$ cat config.mk
export PLATFORM = sky130hd
export DESIGN_NAME = delay_arbiter_flat
export DESIGN_NICKNAME = d
export VERILOG_FILES = /design/src/rtl/delay_arbiter_if.sv /design/src/rtl/delay_arbiter.sv /design/src/flat_wrapper.sv
export SDC_FILE = /design/constraint.sdc
export NUM_CORES = 1
export LEC_CHECK = 0
export CAP_MARGIN = 20
export CORE_UTILIZATION = 50
export CTS_BUF_LIST = sky130_fd_sc_hd__clkbuf_2 sky130_fd_sc_hd__clkbuf_4 sky130_fd_sc_hd__clkbuf_8
export CTS_CLUSTER_SIZE = 30
export DETAILED_ROUTE_END_ITERATION = 6
export PLACE_DENSITY = 0.84
export SKIP_CTS_REPAIR_TIMING = 1
export SKIP_LAST_GASP = 1
export SLEW_MARGIN = 20
export SYNTH_ARGS = -nofsm -noshare
export SYNTH_HDL_FRONTEND = slang
export SYNTH_SLANG_ARGS = --single-unit
$ cat constraint.sdc
create_clock -name clk -period 4.02 [get_ports clk]
set_clock_uncertainty 0.15 [all_clocks]
set_input_delay 0.804 -clock clk [delete_from_list [all_inputs] [get_ports clk]]
set_output_delay 0.804 -clock clk [all_outputs]
set_load 0.01 [all_outputs]
$ cat src/rtl/delay_arbiter_if.sv
// Request/acknowledge bundle shared between the requesters (master side)
// and the delay arbiter (slave side).
interface delay_arbiter_if #(
  parameter int N_REQ = 4,
  parameter int DLY_W = 8,
  parameter int ID_W  = $clog2(N_REQ)
);
  logic [N_REQ-1:0]       req;
  logic [N_REQ*DLY_W-1:0] dly;
  logic [N_REQ-1:0]       ack;
  logic                   busy;
  logic [ID_W-1:0]        grant_id;

  modport master (output req, dly, input ack, busy, grant_id);
  modport slave  (input req, dly, output ack, busy, grant_id);
endinterface

$ cat src/rtl/delay_arbiter.sv
// delay_arbiter: N_REQ requesters share one delay counter. The winner's delay
// is captured at grant, counted down, then acknowledged with a four-phase
// handshake. Selection is round-robin by default; defining the macro
// DELAY_ARB_FIXED_PRIO_EN switches to fixed priority (lowest index wins).
module delay_arbiter #(
  parameter int N_REQ = 4,
  parameter int DLY_W = 8,
  parameter int ID_W  = $clog2(N_REQ)
) (
  input logic           clk,
  input logic           rst,
  delay_arbiter_if.slave bus
);

  localparam logic [1:0]      IDLE     = 2'b00;
  localparam logic [1:0]      COUNT    = 2'b01;
  localparam logic [1:0]      ACK      = 2'b10;
  localparam logic [ID_W-1:0] LAST_RST = ID_W'(N_REQ - 1);

  // One-hot decode of a requester index.
  function automatic logic [N_REQ-1:0] id_to_onehot(input logic [ID_W-1:0] id);
    logic [N_REQ-1:0] oh;
    oh = '0;
    for (int i = 0; i < N_REQ; i++) begin
      if (id == ID_W'(i)) begin
        oh[i] = 1'b1;
      end else begin
        oh[i] = 1'b0;
      end
    end
    return oh;
  endfunction

  logic [1:0]       state_q, state_d;
  logic [DLY_W-1:0] cnt_q, cnt_d;
  logic [ID_W-1:0]  gid_q, gid_d;
  logic [ID_W-1:0]  last_q, last_d;
  logic [N_REQ-1:0] ack_q, ack_d;
  logic             busy_q;

  logic             lo_found_s;
  logic [ID_W-1:0]  lo_idx_s;
  logic [ID_W-1:0]  win_s;
  logic [DLY_W-1:0] win_dly_s;
  logic             req_gnt_s;

  // Lowest-index asserted request (fixed priority, and round-robin wrap-around).
  always_comb begin
    lo_found_s = 1'b0;
    lo_idx_s   = '0;
    for (int i = 0; i < N_REQ; i++) begin
      if (bus.req[i] && !lo_found_s) begin
        lo_found_s = 1'b1;
        lo_idx_s   = ID_W'(i);
      end else begin
        lo_found_s = lo_found_s;
      end
    end
  end

`ifdef DELAY_ARB_FIXED_PRIO_EN
  assign win_s = lo_idx_s;
`else
  logic            hi_found_s;
  logic [ID_W-1:0] hi_idx_s;

  // Round-robin: first request above the last winner, else wrap to the lowest.
  always_comb begin
    hi_found_s = 1'b0;
    hi_idx_s   = '0;
    for (int i = 0; i < N_REQ; i++) begin
      if (bus.req[i] && !hi_found_s && (ID_W'(i) > last_q)) begin
        hi_found_s = 1'b1;
        hi_idx_s   = ID_W'(i);
      end else begin
        hi_found_s = hi_found_s;
      end
    end
    if (hi_found_s) begin
      win_s = hi_idx_s;
    end else begin
      win_s = lo_idx_s;
    end
  end
`endif

  // Select the winner's delay slice and the granted requester's req bit.
  always_comb begin
    win_dly_s = '0;
    req_gnt_s = 1'b0;
    for (int i = 0; i < N_REQ; i++) begin
      if (win_s == ID_W'(i)) begin
        win_dly_s = bus.dly[i*DLY_W +: DLY_W];
      end else begin
        win_dly_s = win_dly_s;
      end
      if (gid_q == ID_W'(i)) begin
        req_gnt_s = bus.req[i];
      end else begin
        req_gnt_s = req_gnt_s;
      end
    end
  end

  // Next-state logic for the IDLE/COUNT/ACK controller.
  always_comb begin
    state_d = state_q;
    cnt_d   = cnt_q;
    gid_d   = gid_q;
    last_d  = last_q;
    ack_d   = ack_q;
    case (state_q)
      IDLE: begin
        if (lo_found_s) begin
          state_d = COUNT;
          gid_d   = win_s;
          cnt_d   = win_dly_s;
        end else begin
          state_d = IDLE;
        end
      end
      COUNT: begin
        if (!req_gnt_s) begin
          // Requester withdrew before the delay expired: no ack.
          state_d = IDLE;
          last_d  = gid_q;
        end else if (cnt_q == '0) begin
          state_d = ACK;
          ack_d   = id_to_onehot(gid_q);
        end else begin
          cnt_d = cnt_q - DLY_W'(1);
        end
      end
      ACK: begin
        if (!req_gnt_s) begin
          state_d = IDLE;
          ack_d   = '0;
          last_d  = gid_q;
        end else begin
          ack_d = ack_q;
        end
      end
      default: begin
        state_d = IDLE;
        ack_d   = '0;
      end
    endcase
  end

  // State and output registers with asynchronous reset.
  always_ff @(posedge clk or posedge rst) begin
    if (rst) begin
      state_q <= IDLE;
      cnt_q   <= '0;
      gid_q   <= '0;
      last_q  <= LAST_RST;
      ack_q   <= '0;
      busy_q  <= 1'b0;
    end else begin
      state_q <= state_d;
      cnt_q   <= cnt_d;
      gid_q   <= gid_d;
      last_q  <= last_d;
      ack_q   <= ack_d;
      busy_q  <= (state_d != IDLE);
    end
  end

  assign bus.ack      = ack_q;
  assign bus.busy     = busy_q;
  assign bus.grant_id = gid_q;

endmodule
$ cat src/flat_wrapper.sv
// flat-port wrapper written by rule: the top's interface ports become plain ports
module delay_arbiter_flat 
#(
  parameter int N_REQ = 4,
  parameter int DLY_W = 8,
  parameter int ID_W  = $clog2(N_REQ)
)
  (clk, rst, bus_req, bus_dly, bus_ack, bus_busy, bus_grant_id);
  delay_arbiter_if #(.N_REQ(N_REQ), .DLY_W(DLY_W), .ID_W(ID_W)) bus_i ();
  input logic clk;
  input logic rst;
  input wire logic [$bits(bus_i.req)-1:0] bus_req;
  input wire logic [$bits(bus_i.dly)-1:0] bus_dly;
  output wire logic [$bits(bus_i.ack)-1:0] bus_ack;
  output wire logic [$bits(bus_i.busy)-1:0] bus_busy;
  output wire logic [$bits(bus_i.grant_id)-1:0] bus_grant_id;
  assign bus_i.req = bus_req;
  assign bus_i.dly = bus_dly;
  assign bus_ack = bus_i.ack;
  assign bus_busy = bus_i.busy;
  assign bus_grant_id = bus_i.grant_id;
  delay_arbiter #(.N_REQ(N_REQ), .DLY_W(DLY_W), .ID_W(ID_W)) u_core (.clk(clk), .rst(rst), .bus(bus_i));
endmodule
==> results.py, run 1 <==
metrics = {
    "run_status": {
        "status": "complete, but fails checks",
        "violations": "design-rule violations",
    },
    "global_routing": {
        "grt_pass1_vias": 1505,
        "antenna_found_initial": 0,
        "overflow": 0,
        "grt_max_degree": 21,
        "grt_pass1_wl_um": 6500,
        "track_usage_pct": 25.0,
    },
    "timing": {
        "fin_ws_ns": 1.06,
        "hold_viol": 0,
        "worst_pin_slew_ns": 0.705,
        "tns_ns": 0,
        "fmax_ghz": 0.337,
        "period_needed_ns": 2.96,
        "final-max-slew-violation-count": 0,
        "setup_viol": 0,
        "rsz0062_at_grt": "false",
        "min_period_over_period_pct": 73.8,
        "slew_headroom_pct": 53.0,
    },
    "routing": {
        "ant_nets": 0,
        "via_count": 1529,
        "drtIter0Drc": 57,
        "wirelength_um": 3880,
        "drt_first_pass_iters": 7,
        "drc": 3,
        "routed_via_density": 6.24,
        "wl_per_cell_um": 15.8,
    },
    "flow_run": {
        "maxCapViolations": 0,
    },
    "floorplan": {
        "num_rows": 19,
        "pin_count": 45,
        "dieArea_um2": 3320,
        "core_um2": 2850,
        "start_util_pct": 54.2,
        "die_h_um": 57.6,
        "die_w_um": 57.6,
    },
    "yosys": {
        "synthTopCellsByArea": "dfrtp_1 (28%), nand2_1 (4.9%), nor2_1 (4.4%), ha_1 (4.0%), mux2_4 (3.9%)",
        "synth.net_count": 217,
        "synthAdderAreaFrac_pct": 4.05,
        "synth.top_cell.area_share_pct": 27.5,
        "synthCells": 174,
        "synth_compound_area_share_pct": 28.3,
        "yosysUniqueCellTypes": 54,
        "synth_area_leader_cell": "dfrtp_1",
        "synth.avg_cell_area_um2": 8.88,
        "synthMuxAreaShare_pct": 6.80,
        "yosys.area_share.simple_pct": 22.2,
        "netlist_area_um2": 1550,
        "synthXorXnorAreaFrac_pct": 2.27,
        "synth_top_family_by_area": "compound AO/OA/AOI/OAI gates",
        "synth_enable_flop_cells": 0,
        "yosys_warnings": 0,
        "synthArstFlopShare_pct": 100,
        "yosysSeqAreaShare_pct": 30.9,
        "synth_seq_cells": 19,
        "synth_ff_type": "dfrtp_1",
    },
    "power_and_ir_drop": {
        "clkPwrFrac_pct": 7.7,
        "p_leak_nw": 0.812,
        "comb_power_share_pct": 60.8,
        "seq_power_share_pct": 31.4,
        "p_per_area_nw_per_um2": 635,
        "switching_share_pct": 44.3,
        "switchingPower_mw": 0.563,
        "total_power_mw": 1.27,
        "power.internal_mw": 0.707,
        "ir_drop_uv": 356,
    },
    "critical_path": {
        "cp_slowest_cell": "clkdlybuf4s50_1",
        "crit_path_start_kind": "input port",
        "crit_arrival_ns": 3.03,
        "end_kind": "flip-flop",
        "worstPathRequired_ns": 4.08,
        "crit_buf_inv": 1,
        "cp_cell_sequence": "clkdlybuf4s50_1 -> nand2b_1 -> a21oi_1 -> nor3_2 -> a221oi_1 -> o311a_1 -> a311oi_1",
        "crit_path_max_fanout": 10,
        "r2r_setup_slack_ns": 1.48,
        "critPathTopFamily": "compound AO/OA/AOI/OAI gates",
        "worstSetupPathType": "in -> reg",
        "critical_path.max_stage_delay_ns": 0.67,
    },
    "cts": {
        "cts_buffer_depth": 2,
        "tritoncts": "yes",
        "clkLatencyLatePin_ns": 0.30,
        "htreeDepth": 1,
        "cts-root-buf": "clkbuf_4",
        "cts_made_buffers": 3,
        "path_clk_slew_ns": 0.12,
        "numClockSinks": 19,
    },
    "cells_and_area": {
        "drive_above_1_share_pct": 11.2,
        "utilization_pct": 70.1,
        "num_antenna_cells": 0,
        "fillCellCount": 229,
        "area_delta_synth_final_pct": 29.5,
        "nets": 258,
    },
    "hold_path": {
        "hold_class": "reg -> reg",
    },
    "placed_design": {
        "place_congestion": 0.814,
        "io_buffers": 44,
        "pre_cts_slack_ns": 0.752,
        "hpwl_um": 3030,
    },
}
-- cell usage after synthesis (4+ instances only) --
| master | number |
|---|---|
| o22ai_1 | 4 |
| o21ai_0 | 8 |
| nand2_1 | 20 |
| o311a_1 | 4 |
| mux2_4 | 4 |
| nor2_1 | 18 |
| nand2b_1 | 6 |
| dfrtp_1 | 17 |
| a21oi_1 | 10 |
| inv_1 | 7 |
| ha_1 | 5 |
| a221oi_1 | 4 |
| buf_2 | 5 |
-- final timing paths --
check,startpoint,endpoint,depth (start not counted)
worst max-delay path,bus_req[2],u_core.cnt_q[2]$_DFFE_PP0P_,7
worst min-delay path,u_core.bus.ack[3]$_DFFE_PP0P_,u_core.bus.ack[3]$_DFFE_PP0P_,1
worst max register to register,u_core.state_q[1]$_DFF_PP0_,u_core.cnt_q[6]$_DFFE_PP0P_,8
worst min register to register,u_core.bus.ack[3]$_DFFE_PP0P_,u_core.bus.ack[3]$_DFFE_PP0P_,1
max in group asynchronous,rst,u_core.bus.grant_id[1]$_DFFE_PP0P_,2
min in group asynchronous,rst,u_core.bus.busy$_DFF_PP0_,2
-- metal layers --
metal | vias up | track usage (%) | wire [um]
met2 | 80 | 45.3 | 1920
met5 | - | 0 | 0
met3 | 10 | 3.85 | 273
met1 | 705 | 29.8 | 1610
met4 | 0 | 8.71 | 81
li1 | 734 | - | -
-- cell usage in the layout, fill, tap and decap left out, types with 4 or more instances in the layout --
master,n
nor2_1,18
o21ai_0,8
a221oi_1,4
a21oi_1,10
ha_1,5
o311a_1,4
clkdlybuf4s50_1,44
nand2b_1,6
mux2_4,4
o22ai_1,4
inv_1,7
dfrtp_1,17
nand2_1,20
-- power groups by stage --
stage	clock (mW)	combinational (mW)	sequential, mW
2_1_floorplan	0	0.581	0.373
6_report	0.0983	0.772	0.399
5_1_grt	0.107	0.840	0.418
4_1_cts	0.0992	0.769	0.397
3_5_place_dp	0	0.763	0.402
3_3_place_gp	0	0.747	0.394
-- area by class of cell --
type                            instances  area, um2  share of cell area (%)
Clock buffer                            3       22.5                    1.13
Inverter                                7       26.3                    1.31
Timing Repair Buffer                   45        448                    22.4
Multi-Input combinational cell        139        982                    49.1
Sequential cell                        19        478                    23.9
Tap cell                               31       38.8                    1.94
Clock inverter                          1       5.00                   0.250
-- worst register-to-register path: stages, from the launching register on --
cell      delay [ns]
dfrtp_1         0.44
inv_1           0.10
ha_1            0.59
inv_1           0.21
o21a_1          0.26
a21oi_1         0.15
buf_4           0.22
nor2_1          0.06
a311oi_1        0.25
-- kinds of logic (layout without fill, tap and decap cells) --
kind of cell | count (synthesis) | after routing
flops | 19 | 19
simple gates | 67 | 67
fa+ha+maj | 5 | 5
xor+xnor | 4 | 4
compound gates | 56 | 56
buf+inv | 16 | 56
mux | 7 | 7
-- stage by stage --
| step | cells | area, um2 | hold WS, ns |
|---|---|---|---|
| after global routing | 245 | 2000 | 0.403 |
| after detailed placement | 241 | 1970 | 0.356 |
| after CTS | 245 | 2000 | 0.381 |
| after floorplan | 174 | 1550 | 0.388 |
| after global placement | 241 | 1970 | 0.348 |
| final | 245 | 2000 | 0.376 |
-- sequential cells by signal, summed over array words and instances (netlist names) --
register,count
u_core.bus.busy,1
u_core.bus.grant_id,2
u_core.cnt_q,8
u_core.last_q,2
u_core.bus.ack,4
u_core.state_q,2
Power figures use the tool's default switching activity.
==> inputs of run 2 (changes only) <==
--- a/config.mk
+++ b/config.mk
@@ -6,11 +6,11 @@
 export NUM_CORES = 1
 export LEC_CHECK = 0
 export CAP_MARGIN = 20
-export CORE_UTILIZATION = 50
+export CORE_UTILIZATION = 49
 export CTS_BUF_LIST = sky130_fd_sc_hd__clkbuf_2 sky130_fd_sc_hd__clkbuf_4 sky130_fd_sc_hd__clkbuf_8
 export CTS_CLUSTER_SIZE = 30
 export DETAILED_ROUTE_END_ITERATION = 6
-export PLACE_DENSITY = 0.84
+export PLACE_DENSITY = 0.82
 export SKIP_CTS_REPAIR_TIMING = 1
 export SKIP_LAST_GASP = 1
 export SLEW_MARGIN = 20
==> constraint.sdc (replaced) <==
create_clock -name clk -period 2.9 [get_ports clk]
set_clock_uncertainty 0.15 [all_clocks]
set_input_delay 0.58 -clock clk [delete_from_list [all_inputs] [get_ports clk]]
set_output_delay 0.58 -clock clk [all_outputs]
set_load 0.01 [all_outputs]
==> run 2 against run 1 <==
Net effect: the run now ends clean; cell area increased by 3.4%; hold slack got worse by 0.0039 ns; non-clock buffer count grew 7; first-iteration DRC count increased by 5.3%; worst setup slack got worse by 0.77 ns; clock-buffer cell count is the same; power is 43% higher; utilization shrank 1.8 points; sequential share of layout area down 0.79 points; critical endpoint is now u_core.cnt_q[4]$_DFFE_PP0P_; largest power group unchanged.
==> results.py, run 2 (same netlist as run 1, synthesis figures left out) <==
metrics = {
    "run_status": {
        "status": "finished, final reports clean",
    },
    "global_routing": {
        "overflow": 0,
        "grt_pass1_vias": 1497,
        "antenna_found_initial": 0,
        "track_usage_pct": 25.4,
        "grt_max_degree": 20,
        "grt_pass1_wl_um": 6530,
    },
    "cells_and_area": {
        "drive_above_1_share_pct": 14.0,
        "nets": 265,
        "area_delta_synth_final_pct": 33.9,
        "num_antenna_cells": 0,
        "largest_reg_flops": 8,
        "regArea_um2": 478,
        "mostFrequentLayoutCell": "clkdlybuf4s50_1",
        "utilization_pct": 68.3,
        "mostFrequentLayoutCells": "clkdlybuf4s50_1 (44), nand2_1 (20), nor2_1 (18)",
        "fillCellCount": 244,
        "top_register": "u_core.cnt_q",
        "multi_input_area_um2": 982,
    },
    "routing": {
        "wirelength_um": 4070,
        "drc": 0,
        "ant_nets": 0,
        "top_layer": "met4",
        "wirelength_met1_um": 1650,
        "via_count": 1586,
        "drtIter0Drc": 60,
        "wl_met2_um": 2110,
        "routed_via_density": 5.98,
        "wl_per_cell_um": 15.3,
        "dr_wl_met3_um": 209,
        "drt_first_pass_iters": 5,
    },
    "power_and_ir_drop": {
        "p_per_area_nw_per_um2": 880,
        "p_leak_nw": 0.846,
        "ir_drop_uv": 323,
        "total_power_mw": 1.82,
    },
    "critical_path": {
        "r2r-end": "u_core.cnt_q[1]$_DFFE_PP0P_",
        "worstSetupPathType": "in -> reg",
        "crit_path_max_fanout": 10,
        "cp-endpoint": "u_core.cnt_q[4]$_DFFE_PP0P_",
        "reg2reg_depth": 6,
        "crit_path_start_kind": "input port",
        "reg2reg_from": "u_core.last_q[0]$_DFFE_PP1P_",
        "worstPathRequired_ns": 2.94,
        "end_kind": "flip-flop",
        "crit_arrival_ns": 2.65,
        "r2r_setup_slack_ns": 0.63,
        "cp-startpoint": "bus_req[1]",
    },
    "timing": {
        "rsz0062_at_grt": "false",
        "final-max-slew-violation-count": 0,
        "hold_ws_ns": 0.372,
        "period_needed_ns": 2.61,
        "hold_viol": 0,
        "slew_headroom_pct": 50.7,
        "setup_viol": 0,
        "fmax_ghz": 0.383,
        "worst_pin_slew_ns": 0.739,
        "fin_ws_ns": 0.286,
        "tns_ns": 0,
        "min_period_over_period_pct": 90.1,
    },
    "floorplan": {
        "pin_count": 45,
        "die_w_um": 58.2,
        "die_h_um": 58.2,
        "core_um2": 3030,
        "start_util_pct": 51.0,
        "dieArea_um2": 3380,
        "num_rows": 20,
    },
    "placed_design": {
        "hpwl_um": 3230,
        "place_congestion": 0.877,
        "pre_cts_slack_ns": -0.0264,
        "io_buffers": 44,
    },
    "cts": {
        "path_clk_slew_ns": 0.12,
        "clkLatencyLatePin_ns": 0.31,
        "numClockSinks": 19,
        "tritoncts": "yes",
        "cts_made_buffers": 3,
        "cts-root-buf": "clkbuf_4",
        "cts_buffer_depth": 2,
        "htreeDepth": 1,
    },
    "hold_path": {
        "holdCritStartpoint": "u_core.bus.ack[2]$_DFFE_PP0P_",
        "hold_class": "reg -> reg",
    },
    "flow_run": {
        "maxCapViolations": 0,
    },
}
-- run 2: cell count changes in the layout (fill, tap and decap cells not counted), sizes merged --
cell and change:
buf +7
-- run 2: critical path, stage by stage --
cell,delay [ns]
clkdlybuf4s50_1,0.62
o21ai_0,0.40
o221ai_1,0.32
a32o_1,0.34
nor3_1,0.24
o21ai_0,0.14
-- run 2: report_power, final --
| group | total [mW] | internal, mW | switching (mW) |
|---|---|---|---|
| Sequential | 0.557 | 0.398 | 0.159 |
| Combinational | 1.12 | 0.572 | 0.551 |
| Clock | 0.141 | 0.0515 | 0.0899 |
| Total | 1.82 | 1.02 | 0.800 |
-- run 2: area by class of cell --
class / count / area share (%)
inverter: 7 / 1.27
tap: 44 / 2.66
multi-input combinational: 139 / 47.5
sequential: 19 / 23.1
clock buffer: 3 / 1.09
timing repair buffer: 52 / 24.2
clock inverter: 1 / 0.242
-- run 2: routing by layer --
metal	vias up	track usage, %
met5	-	0
met4	0	13.3
met3	10	4.24
met2	63	43.2
met1	760	30.6
li1	753	-
-- run 2: worst min-delay path by stage --
stage,end,slack [ns],cells past startpoint
after floorplan,u_core.bus.ack[0]$_DFFE_PP0P_,0.38,1
after global placement,u_core.bus.ack[3]$_DFFE_PP0P_,0.35,1
after detailed placement,u_core.bus.ack[2]$_DFFE_PP0P_,0.35,1
after CTS,u_core.bus.ack[2]$_DFFE_PP0P_,0.38,1
after global routing,u_core.bus.ack[2]$_DFFE_PP0P_,0.40,1
final,u_core.bus.ack[2]$_DFFE_PP0P_,0.37,1
-- run 2: metrics by stage --
step | area [um2] | std cells
floorplan | 1550 | 174
global placement | 2040 | 261
detailed placement | 2040 | 261
CTS | 2070 | 265
global route | 2070 | 265
finish | 2070 | 265
==> inputs of run 3 (changes only) <==
--- a/config.mk
+++ b/config.mk
@@ -6,11 +6,13 @@
 export NUM_CORES = 1
 export LEC_CHECK = 0
 export CAP_MARGIN = 20
-export CORE_UTILIZATION = 49
+export CELL_PAD_IN_SITES_DETAIL_PLACEMENT = 0
+export CELL_PAD_IN_SITES_GLOBAL_PLACEMENT = 2
+export CORE_UTILIZATION = 29
 export CTS_BUF_LIST = sky130_fd_sc_hd__clkbuf_2 sky130_fd_sc_hd__clkbuf_4 sky130_fd_sc_hd__clkbuf_8
 export CTS_CLUSTER_SIZE = 30
 export DETAILED_ROUTE_END_ITERATION = 6
-export PLACE_DENSITY = 0.82
+export PLACE_DENSITY_LB_ADDON = 0.1
 export SKIP_CTS_REPAIR_TIMING = 1
 export SKIP_LAST_GASP = 1
 export SLEW_MARGIN = 20
==> run 3 against run 2 <==
Net effect: first-iteration DRC count rose by 23%; worst setup slack improved by 0.037 ns; via count fell by 3.1%; sequential share of layout area fell by 1.0 points; utilization fell by 26 points; global-route usage fell by 8.7 points; clock-buffer cell count did not move; fmax rose by 1.4%; sequential power barely moved; critical path type unchanged; critical endpoint is now u_core.cnt_q[3]$_DFFE_PP0P_; largest cell class unchanged; highest routed layer unchanged.
==> results.py, run 3 (same netlist as run 1, synthesis figures left out) <==
metrics = {
    "critical_path": {
        "crit_path_start_kind": "input port",
        "crit_path_max_fanout": 13,
        "worstSetupPathType": "in -> reg",
        "cp-startpoint": "bus_req[3]",
        "end_kind": "flip-flop",
        "worstPathRequired_ns": 2.90,
        "crit_arrival_ns": 2.57,
        "reg2reg_from": "u_core.cnt_q[0]$_DFFE_PP0P_",
    },
    "cells_and_area": {
        "mostFrequentLayoutCell": "clkdlybuf4s50_1",
        "fin_area_um2": 2170,
        "nets": 271,
        "top_register": "u_core.cnt_q",
        "finalNonFillerCells": 297,
        "regArea_um2": 478,
        "fillCellCount": 511,
        "drive_above_1_share_pct": 16.3,
        "largest_reg_flops": 8,
        "multi_input_area_um2": 982,
        "num_antenna_cells": 0,
        "area_delta_synth_final_pct": 40.2,
        "mostFrequentLayoutCells": "clkdlybuf4s50_1 (44), nand2_1 (20), nor2_1 (18)",
    },
    "floorplan": {
        "die_h_um": 75.0,
        "num_rows": 26,
        "pin_count": 45,
        "core_um2": 5110,
        "dieArea_um2": 5620,
        "start_util_pct": 30.3,
        "die_w_um": 75.0,
    },
    "routing": {
        "via_count": 1537,
        "routed_via_density": 5.18,
        "drtIter0Drc": 74,
        "drt_first_pass_iters": 4,
        "wl_per_cell_um": 14.7,
        "drc": 0,
        "ant_nets": 0,
        "wirelength_um": 4380,
    },
    "cts": {
        "clkLatencyLatePin_ns": 0.26,
        "path_clk_slew_ns": 0.07,
        "numClockSinks": 19,
        "htreeDepth": 1,
        "tritoncts": "yes",
        "cts-root-buf": "clkbuf_8",
        "cts_made_buffers": 3,
        "cts_buffer_depth": 2,
    },
    "global_routing": {
        "antenna_found_initial": 0,
        "track_usage_pct": 16.7,
        "grt_pass1_vias": 1460,
        "grt_pass1_wl_um": 7020,
        "overflow": 0,
        "grt_max_degree": 20,
    },
    "hold_path": {
        "holdCritStartpoint": "u_core.bus.ack[3]$_DFFE_PP0P_",
        "hold_class": "reg -> reg",
    },
    "timing": {
        "min_period_over_period_pct": 88.9,
        "period_needed_ns": 2.58,
        "slew_headroom_pct": 36.6,
        "worst_pin_slew_ns": 0.951,
        "fmax_ghz": 0.388,
        "setup_viol": 0,
        "fin_ws_ns": 0.323,
        "tns_ns": 0,
        "final-max-slew-violation-count": 0,
        "rsz0062_at_grt": "false",
        "hold_viol": 0,
    },
    "placed_design": {
        "hpwl_um": 3480,
        "io_buffers": 44,
        "placed_cells": 293,
        "pre_cts_slack_ns": 0.0647,
        "place_congestion": 0.797,
        "dpl_cell_area_um2": 2120,
    },
    "flow_run": {
        "maxCapViolations": 0,
    },
    "power_and_ir_drop": {
        "ir_drop_uv": 259,
        "p_per_area_nw_per_um2": 873,
        "p_leak_nw": 0.883,
    },
    "run_status": {
        "status": "finished, final reports clean",
    },
}
## run 3: cell type report
type	count	share of cell area, %
multi-input cells	139	45.3
clock buffers	3	1.91
inverters	7	1.21
flip-flops and latches	19	22.1
clock inverters	1	0.231
well taps	70	4.04
repair buffers	58	25.2
## run 3: critical path, cell delays in order
cell	delay, ns
clkdlybuf4s50_1	0.55
mux4_2	0.30
nand2_1	0.05
a21oi_1	0.75
nand4_1	0.18
o211a_1	0.16
## run 3: stage by stage
step                      total power, mW  hold WS (ns)  util, %
after floorplan                      1.32         0.380        -
after global placement               1.68         0.346     41.5
after detailed placement             1.71         0.349     41.5
after CTS                            1.90         0.373     42.4
after global routing                 2.05         0.389     42.4
final                                1.89         0.369     42.4
## run 3: routing by layer
metal / vias up / wire length, um / GRT usage, %
li1: 758 / - / -
met1: 723 / 2170 / 24.0
met2: 49 / 1950 / 25.0
met3: 7 / 190 / 2.41
met4: 0 / 74 / 6.50
met5: - / 0 / 0
## run 3: path summary, 6_finish.rpt
| kind | endpoint | slack [ns] | cells past startpoint |
|---|---|---|---|
| max | u_core.cnt_q[3]$_DFFE_PP0P_ | 0.32 | 6 |
| min | u_core.bus.ack[3]$_DFFE_PP0P_ | 0.37 | 1 |
| max reg2reg | u_core.cnt_q[3]$_DFFE_PP0P_ | 0.48 | 8 |
| min reg2reg | u_core.bus.ack[3]$_DFFE_PP0P_ | 0.37 | 1 |
| max in group asynchronous | u_core.cnt_q[4]$_DFFE_PP0P_ | 1.55 | 2 |
| min in group asynchronous | u_core.state_q[0]$_DFF_PP0_ | 0.59 | 2 |
## run 3: report_power, final
group | internal [mW] | total (mW) | switching (mW)
sequential | 0.399 | 0.560 | 0.161
combinational | 0.585 | 1.14 | 0.559
clock | 0.0956 | 0.186 | 0.0900
